===== src/rtl/mem_boot_loader_if.sv =====
// Stream-in and memory-write bundle for the boot loader.
// The slave modport is the loader's side; the master modport is the stream source and memory side.
interface mem_boot_loader_if #(
    parameter int unsigned ADDR_W = 10
) ();
    logic              in_valid;
    logic              in_ready;
    logic [31:0]       in_data;
    logic              imem_we;
    logic              dmem_we;
    logic [ADDR_W-1:0] mem_addr;
    logic [31:0]       mem_wdata;

    modport slave (
        input  in_valid, in_data,
        output in_ready, imem_we, dmem_we, mem_addr, mem_wdata
    );

    modport master (
        output in_valid, in_data,
        input  in_ready, imem_we, dmem_we, mem_addr, mem_wdata
    );
endinterface


===== src/rtl/mem_boot_loader.sv =====
// Front-door image loader: parses header/base/payload blocks from a word stream into imem/dmem
// writes and holds the core in reset until the end-of-image header is taken.
module mem_boot_loader #(
    parameter int unsigned ADDR_W = 10,
    parameter int unsigned CNT_W  = 16
) (
    input  logic                   clk,
    input  logic                   reset,
    mem_boot_loader_if.slave       bus,
    output logic                   core_reset,
    output logic                   done,
    output logic                   wrap_err
);
    typedef enum logic [1:0] {
        S_HDR  = 2'd0,
        S_ADDR = 2'd1,
        S_DATA = 2'd2,
        S_DONE = 2'd3
    } state_t;

    state_t            state_q, state_d;
    logic              ready_q, ready_d;
    logic              target_q, target_d;
    logic [CNT_W-1:0]  cnt_q, cnt_d;
    logic [ADDR_W-1:0] ptr_q, ptr_d;
    logic              wrap_pend_q, wrap_pend_d;
    logic              imem_we_q, imem_we_d;
    logic              dmem_we_q, dmem_we_d;
    logic [ADDR_W-1:0] addr_q, addr_d;
    logic [31:0]       wdata_q, wdata_d;
    logic              core_reset_q, core_reset_d;
    logic              done_q, done_d;
    logic              wrap_err_q, wrap_err_d;
    logic              fire;

    assign fire = bus.in_valid && ready_q;

    // Next-state and registered-output computation
    always_comb begin
        state_d      = state_q;
        target_d     = target_q;
        cnt_d        = cnt_q;
        ptr_d        = ptr_q;
        wrap_pend_d  = wrap_pend_q;
        imem_we_d    = 1'b0;
        dmem_we_d    = 1'b0;
        addr_d       = addr_q;
        wdata_d      = wdata_q;
        core_reset_d = core_reset_q;
        done_d       = done_q;
        wrap_err_d   = wrap_err_q;

        case (state_q)
            S_HDR: begin
                if (fire) begin
                    target_d = bus.in_data[31];
                    cnt_d    = bus.in_data[CNT_W-1:0];
                    if (bus.in_data[CNT_W-1:0] == '0) begin
                        state_d      = S_DONE;
                        core_reset_d = 1'b0;
                        done_d       = 1'b1;
                    end else begin
                        state_d = S_ADDR;
                    end
                end
            end
            S_ADDR: begin
                if (fire) begin
                    ptr_d       = bus.in_data[ADDR_W-1:0];
                    wrap_pend_d = 1'b0;
                    state_d     = S_DATA;
                end
            end
            S_DATA: begin
                if (fire) begin
                    imem_we_d   = ~target_q;
                    dmem_we_d   = target_q;
                    addr_d      = ptr_q;
                    wdata_d     = bus.in_data;
                    ptr_d       = ptr_q + ADDR_W'(1);
                    cnt_d       = cnt_q - CNT_W'(1);
                    // previous write of this block sat at the top address, so this one wrapped
                    wrap_pend_d = (ptr_q == '1);
                    wrap_err_d  = wrap_err_q | wrap_pend_q;
                    if (cnt_q == CNT_W'(1)) begin
                        state_d = S_HDR;
                    end
                end
            end
            S_DONE: begin
                state_d = S_DONE;
            end
            default: begin
                state_d = S_HDR;
            end
        endcase

        ready_d = (state_d != S_DONE);
    end

    always_ff @(posedge clk or negedge reset) begin
        if (!reset) begin
            state_q      <= S_HDR;
            ready_q      <= 1'b0;
            target_q     <= 1'b0;
            cnt_q        <= '0;
            ptr_q        <= '0;
            wrap_pend_q  <= 1'b0;
            imem_we_q    <= 1'b0;
            dmem_we_q    <= 1'b0;
            addr_q       <= '0;
            wdata_q      <= '0;
            core_reset_q <= 1'b1;
            done_q       <= 1'b0;
            wrap_err_q   <= 1'b0;
        end else begin
            state_q      <= state_d;
            ready_q      <= ready_d;
            target_q     <= target_d;
            cnt_q        <= cnt_d;
            ptr_q        <= ptr_d;
            wrap_pend_q  <= wrap_pend_d;
            imem_we_q    <= imem_we_d;
            dmem_we_q    <= dmem_we_d;
            addr_q       <= addr_d;
            wdata_q      <= wdata_d;
            core_reset_q <= core_reset_d;
            done_q       <= done_d;
            wrap_err_q   <= wrap_err_d;
        end
    end

    assign bus.in_ready  = ready_q;
    assign bus.imem_we   = imem_we_q;
    assign bus.dmem_we   = dmem_we_q;
    assign bus.mem_addr  = addr_q;
    assign bus.mem_wdata = wdata_q;
    assign core_reset    = core_reset_q;
    assign done          = done_q;
    assign wrap_err      = wrap_err_q;
endmodule


===== src/flat_wrapper.sv =====
// flat-port wrapper written by rule: the top's interface ports become plain ports
module mem_boot_loader_flat 
#(
    parameter int unsigned ADDR_W = 10,
    parameter int unsigned CNT_W  = 16
)
  (clk, reset, core_reset, done, wrap_err, bus_in_valid, bus_in_data, bus_in_ready, bus_imem_we, bus_dmem_we, bus_mem_addr, bus_mem_wdata);
  mem_boot_loader_if #(.ADDR_W(ADDR_W)) bus_i ();
  input  logic clk;
  input  logic reset;
  output logic core_reset;
  output logic done;
  output logic wrap_err;
  input wire logic [$bits(bus_i.in_valid)-1:0] bus_in_valid;
  input wire logic [$bits(bus_i.in_data)-1:0] bus_in_data;
  output wire logic [$bits(bus_i.in_ready)-1:0] bus_in_ready;
  output wire logic [$bits(bus_i.imem_we)-1:0] bus_imem_we;
  output wire logic [$bits(bus_i.dmem_we)-1:0] bus_dmem_we;
  output wire logic [$bits(bus_i.mem_addr)-1:0] bus_mem_addr;
  output wire logic [$bits(bus_i.mem_wdata)-1:0] bus_mem_wdata;
  assign bus_i.in_valid = bus_in_valid;
  assign bus_i.in_data = bus_in_data;
  assign bus_in_ready = bus_i.in_ready;
  assign bus_imem_we = bus_i.imem_we;
  assign bus_dmem_we = bus_i.dmem_we;
  assign bus_mem_addr = bus_i.mem_addr;
  assign bus_mem_wdata = bus_i.mem_wdata;
  mem_boot_loader #(.ADDR_W(ADDR_W), .CNT_W(CNT_W)) u_core (.clk(clk), .reset(reset), .bus(bus_i), .core_reset(core_reset), .done(done), .wrap_err(wrap_err));
endmodule

===== config.mk =====
export PLATFORM = sky130hd
export DESIGN_NAME = mem_boot_loader_flat
export DESIGN_NICKNAME = d
export VERILOG_FILES = /design/src/rtl/mem_boot_loader_if.sv /design/src/rtl/mem_boot_loader.sv /design/src/flat_wrapper.sv
export SDC_FILE = /design/constraint.sdc
export NUM_CORES = 1
export LEC_CHECK = 0
export ABC_AREA = 1
export BUFFER_PORTS_ARGS = -buffer_cell sky130_fd_sc_hd__buf_2
export CAP_MARGIN = 20
export CORE_MARGIN = 1.5
export CORE_UTILIZATION = 31
export CTS_CLUSTER_SIZE = 14
export DETAILED_ROUTE_END_ITERATION = 16
export HOLD_SLACK_MARGIN = 0.06
export PLACE_DENSITY = 0.58
export SETUP_SLACK_MARGIN = 0.2
export SYNTH_ARGS = -nofsm -noshare
export SYNTH_HDL_FRONTEND = slang
export SYNTH_SLANG_ARGS = --single-unit

===== constraint.sdc =====
create_clock -name clk -period 2.25 [get_ports clk]
set_clock_uncertainty 0.15 [all_clocks]
set_input_delay 0 -clock clk [delete_from_list [all_inputs] [get_ports clk]]
set_output_delay 0 -clock clk [all_outputs]
set_load 0.01 [all_outputs]

* After elaboration in Yosys (flattened, before gate mapping)
Cells that the tools add are included.
** Operators by class
- $add $sub $neg :: 2
- Equality and inequality tests :: 9
- Muxes and demuxes :: 19
- Bitwise logic cells :: 2
- Reduce and logical (&&, ||, !) cells :: 10
** Operator list (number)
- $mux 16 :: 2
- $pmux 16 s2 :: 1
- $mux 10 :: 2
- $pmux 10 s2 :: 1
- $eq 16x1->1 const B :: 1
- $logic_not 16->1 :: 1
- $sub 16x1->16 const B :: 1
- $add 10x1->10 const B :: 1
- $eq 10x10->1 const B :: 1
- $mux 2 :: 5
- $reduce_and 3->1 :: 3
- $pmux 2 s4 :: 1
- $mux 1 :: 6
- $ne 2x1->1 const B :: 3
- $eq 2x2->1 const B :: 2
- $reduce_and 2->1 :: 2
- $reduce_bool 2->1 :: 2
- $eq 2x1->1 const B :: 1
- $logic_not 2->1 :: 1
- $ne 2x2->1 const B :: 1
- $pmux 1 s2 :: 1
- $logic_and 1x1->1 :: 1
- $not 1->1 :: 1
- $or 1x1->1 :: 1
** Word-level totals
- Flip-flop bits (word level) :: 78
- Output and inout bits :: 48
- Logic and storage cells :: 55

* Longest topological paths before layout
- Depth in word-level cells :: 5
- Mapped depth :: 10
- Gate-level depth less buffers :: 10

* Worst setup path after synthesis
No wires, ideal clock.
- Path kind :: flip-flop to flip-flop
- Start :: register u_core.state_q[0]
- End :: register u_core.addr_q[6] (netlist: u_core.bus.mem_addr[6])
- Setup time :: 123 ps
- Arrival time :: 1402 ps
- Setup slack :: 574 ps
- Cell stages (with the launch flop) :: 10
- Buffers on the path :: 2
- Period minus slack after synthesis :: 1676 ps
- Cell sequence :: dfrtp_1 inv_1 ha_1 inv_2 nor2_4 buf_4 inv_4 buf_2 nand2_1 o21ai_1
** On the way
- Cells in the longest elaborated chain, start to end :: 2
** Ends and longest elaborated chain
- start: declaration :: line mem_boot_loader.sv:21 : state_t state_q, state_d;
- start signal: assignment :: line mem_boot_loader.sv:117 : state_q <= state_d;
- $eq 2x2->1 :: line mem_boot_loader.sv:53 : case (state_q)
- $reduce_and 2->1 (no line)
- end signal: assignment :: line mem_boot_loader.sv:125 : addr_q <= addr_d;
- end: declaration :: line mem_boot_loader.sv:29 : logic [ADDR_W-1:0] addr_q, addr_d;
Every way passes these cells.
A chain may end at the register's enable or synchronous reset.

* Worst setup path in the final report
- Start :: register u_core.state_q[0]
- End :: register u_core.cnt_q[10]
** On the way
- Cells in the longest elaborated chain, start to end :: 3
** Ends and longest elaborated chain
- $eq 2x2->1 or $logic_not 2->1 (tied branches) :: line mem_boot_loader.sv:53
- $ne 2x1->1 (no line) or $reduce_bool 2->1 (tied branches)
- $reduce_and 3->1 (no line)
- end signal: assignment :: line mem_boot_loader.sv:120 : cnt_q <= cnt_d;
- end: declaration :: line mem_boot_loader.sv:24 : logic [CNT_W-1:0] cnt_q, cnt_d;
Parallel ways exist; a longest one is shown, timed or not.

==> flow_summary_export.csv <==
group,metric,value,unit
outcome,outcome,"completed",
routing,vias_per_cell,4.62,
setup_path,arrival,1.95,ns
timing,fin_crit_sh,0.831,
die,start_util,0.320,
global_route,grt_overflow,0,
setup_path,r2r-end,"u_core.cnt_q[10]",
clocking,cts_max_level,3,
routing,first_pass_iters,4,
setup_path,cp-start-kind,"flop",
synth,yosysSeqAreaShare,0.506,
synth,synthTopCellsByArea,"dfrtp_1 (50%), nand2_1 (15%), inv_1 (5.6%), o21ai_0 (4.7%), nor2_1 (4.4%)",
setup_path,cp_slowest_stage_delay,0.44,ns
timing,setup_violations,0,
synth,synth.distinct_cells,32,
global_route,grt_pass1_vias,3443,
clocking,clockBufferDepth,2,
timing,tns,0,ns
setup_path,worst_path_max_delay_cell,"dfrtp_2",
setup_path,required,2.33,ns
timing,timing.fmax,0.535,GHz
setup_path,r2r_cells,10,
routing,dr_total_vias,3616,
placement,port_buffers,82,
synth,synth-warning-count,0,
die,pin_count,83,
timing,tightest_slew,0.663,ns
power,total_leakage_power,2.66,nW
clocking,cts_tree,"done",
setup_path,rr_startpoint,"u_core.state_q[0]",
setup_path,path_max_fanout,31,
synth,syn_area_per_cell,7.87,sq um
layout,drive_above_1_share,0.192,
timing,maxSlewHeadroom,0.558,
setup_path,crit_type,"flop to flop",
clocking,clock_sinks,78,
layout,final_cell_mix,"nand2_1 (151), buf_2 (81), dfrtp_1 (76)",
power,power_density,1320,nW/um^2
timing,hold_viol,0,
timing,rsz0062_at_grt,"false",
setup_path,endpoint_kind,"flop",
timing,hold_ws,0.0861,ns
routing,wl_per_cell,13.2,microns
setup_path,path_common_cell,"nand2_1",
die,die_x,115,microns
global_route,antenna_found_initial,0,
layout,fillerInstances,1239,
global_route,track_usage,0.164,
routing,wl,10300,microns
placement,place.detailed.hpwl,7230,microns
synth,ys_ff_latch,78,
clocking,path_clk_slew,0.06,ns
timing,finalWorstPathRequiredPeriod,1.87,ns
min_path,hold_class,"input port to asynchronous set/reset pin",
job,cap_violations,0,
power,ir_worst_vdd,0.000526,V
setup_path,worstPathCellList,"inv_1 -> ha_1 -> buf_12 -> nand2_1 -> nor2_1 -> nand3b_1 -> o22ai_1 -> nand2_1 -> nand2_1 -> inv_1",
placement,place_area,4430,sq um
synth,yosysTopAreaCellShare,0.499,
synth,netlist_area,3860,sq um
synth,syn_inst,491,
layout,nets,654,
routing,ant_nets,0,
setup_path,cp_top_family,"simple AND/OR/NAND/NOR gates",
setup_path,path_buf_inv,3,
layout,area_delta_synth_final,32.2,%
global_route,grt_max_degree,71,
routing,drtIter0Drc,244,
timing,slew_violations,0,
synth,yosys.area.top_type,"dfrtp_1",
layout,fin_util,0.423,
layout,layout_commonest_cell,"nand2_1",
layout,design_area,5110,sq um
setup_path,rrSetupSlack,0.38,ns
layout,n_antenna_cell,0,
placement,gp_congestion,0.855,
clocking,clkLatencyLatePin,0.33,ns
die,rows,40,
synth,synth_nets,534,
die,die_h,115,microns
die,dieArea,13100,sq um
clocking,root_buffer,"clkbuf_16",
die,coreArea,12100,sq um
routing,post-route-drc-count,0,
clocking,cts_buffers,9,
global_route,grt_pass1_wl,17000,microns
power,power,6.72,mW
what timing repair did:
item,CTS,global route
resized for setup,0,7
endpoints found under the setup margin,0,45
hold buffers,34,0
setup buffers,0,5
endpoints found under the hold margin,130,0
stage by stage:
step	instances	worst slack (ns)
floorplan	491	0.574
global placement	729	0.362
detailed placement	729	0.220
CTS	778	0.209
global route	783	0.226
finish	783	0.379
worst max-delay path by stage:
stage                 startpoint                     end  cells after the start
2_1_floorplan  u_core.state_q[0]  u_core.bus.mem_addr[6]                      9
3_3_place_gp   u_core.state_q[0]         u_core.cnt_q[7]                      9
3_5_place_dp   u_core.state_q[0]         u_core.cnt_q[6]                      8
4_1_cts        u_core.state_q[0]         u_core.cnt_q[6]                      8
5_1_grt        u_core.state_q[0]        u_core.cnt_q[10]                     10
6_report       u_core.state_q[0]        u_core.cnt_q[10]                     10
synth_stat cells (all sizes together):
master,number
a21oi,18
a22oi,3
nand2,152
nand4,4
ha,8
o2bb2ai,1
o21bai,2
buf,16
dfstp,1
a211oi,1
a32oi,1
nand3,23
nand3b,2
o21ai,61
a41oi,1
nor3,5
dfrtp,77
xnor2,1
clkbuf,1
inv,61
a31oi,2
o22ai,1
nor2,49
kinds of logic (layout without fill, tap and decap cells):
kind of cell,Yosys count,after routing,share of synthesized area
AO/OA/AOI/OAI,91,91,0.126
XOR/XNOR,1,1,0.00227
adder cells (fa/ha/maj),8,8,0.0259
buffers and inverters,78,202,0.0916
flip-flops,78,78,0.506
AND/OR/NAND/NOR,235,235,0.249
final cells by class:
cell class | instances | area, sq um | share of cell area
sequential | 78 | 1950 | 0.383
multi-input combinational | 335 | 1560 | 0.306
timing repair buffer | 126 | 853 | 0.167
inverter | 61 | 236 | 0.0463
clock buffer | 10 | 229 | 0.0448
tap | 168 | 210 | 0.0412
clock inverter | 5 | 61.3 | 0.0120
where the power goes:
part / internal, mW / switching (mW) / total, mW
combinational: 1.07 / 1.77 / 2.84
clock: 0.857 / 0.579 / 1.44
sequential: 2.03 / 0.418 / 2.45
total: 3.96 / 2.77 / 6.72
worst register-to-register path: stages, from the launching register on:
cell	delay (ns)
dfrtp_2	0.44
inv_1	0.10
ha_1	0.26
buf_12	0.21
nand2_1	0.08
nor2_1	0.14
nand3b_1	0.10
o22ai_1	0.11
nand2_1	0.07
nand2_1	0.07
inv_1	0.04
sequential cells by signal, indices dropped and copies added (netlist names):
register and cells:
u_core.bus.dmem_we 1, u_core.bus.imem_we 1, u_core.bus.in_ready 1, u_core.bus.mem_addr 10, u_core.bus.mem_wdata 32, u_core.cnt_q 16, u_core.core_reset 1, u_core.done 1
u_core.ptr_q 10, u_core.state_q 2, u_core.target_q 1, u_core.wrap_err 1, u_core.wrap_pend_q 1
routing by layer:
| layer | track usage | part of all wire | routed length, microns |
|---|---|---|---|
| met5 | 0 | 0 | 0 |
| met4 | 0.0533 | 0.019 | 192 |
| met3 | 0.0302 | 0.037 | 378 |
| met2 | 0.261 | 0.48 | 4940 |
| met1 | 0.225 | 0.46 | 4790 |
Note: power is estimated with default switching activity, not from simulation.
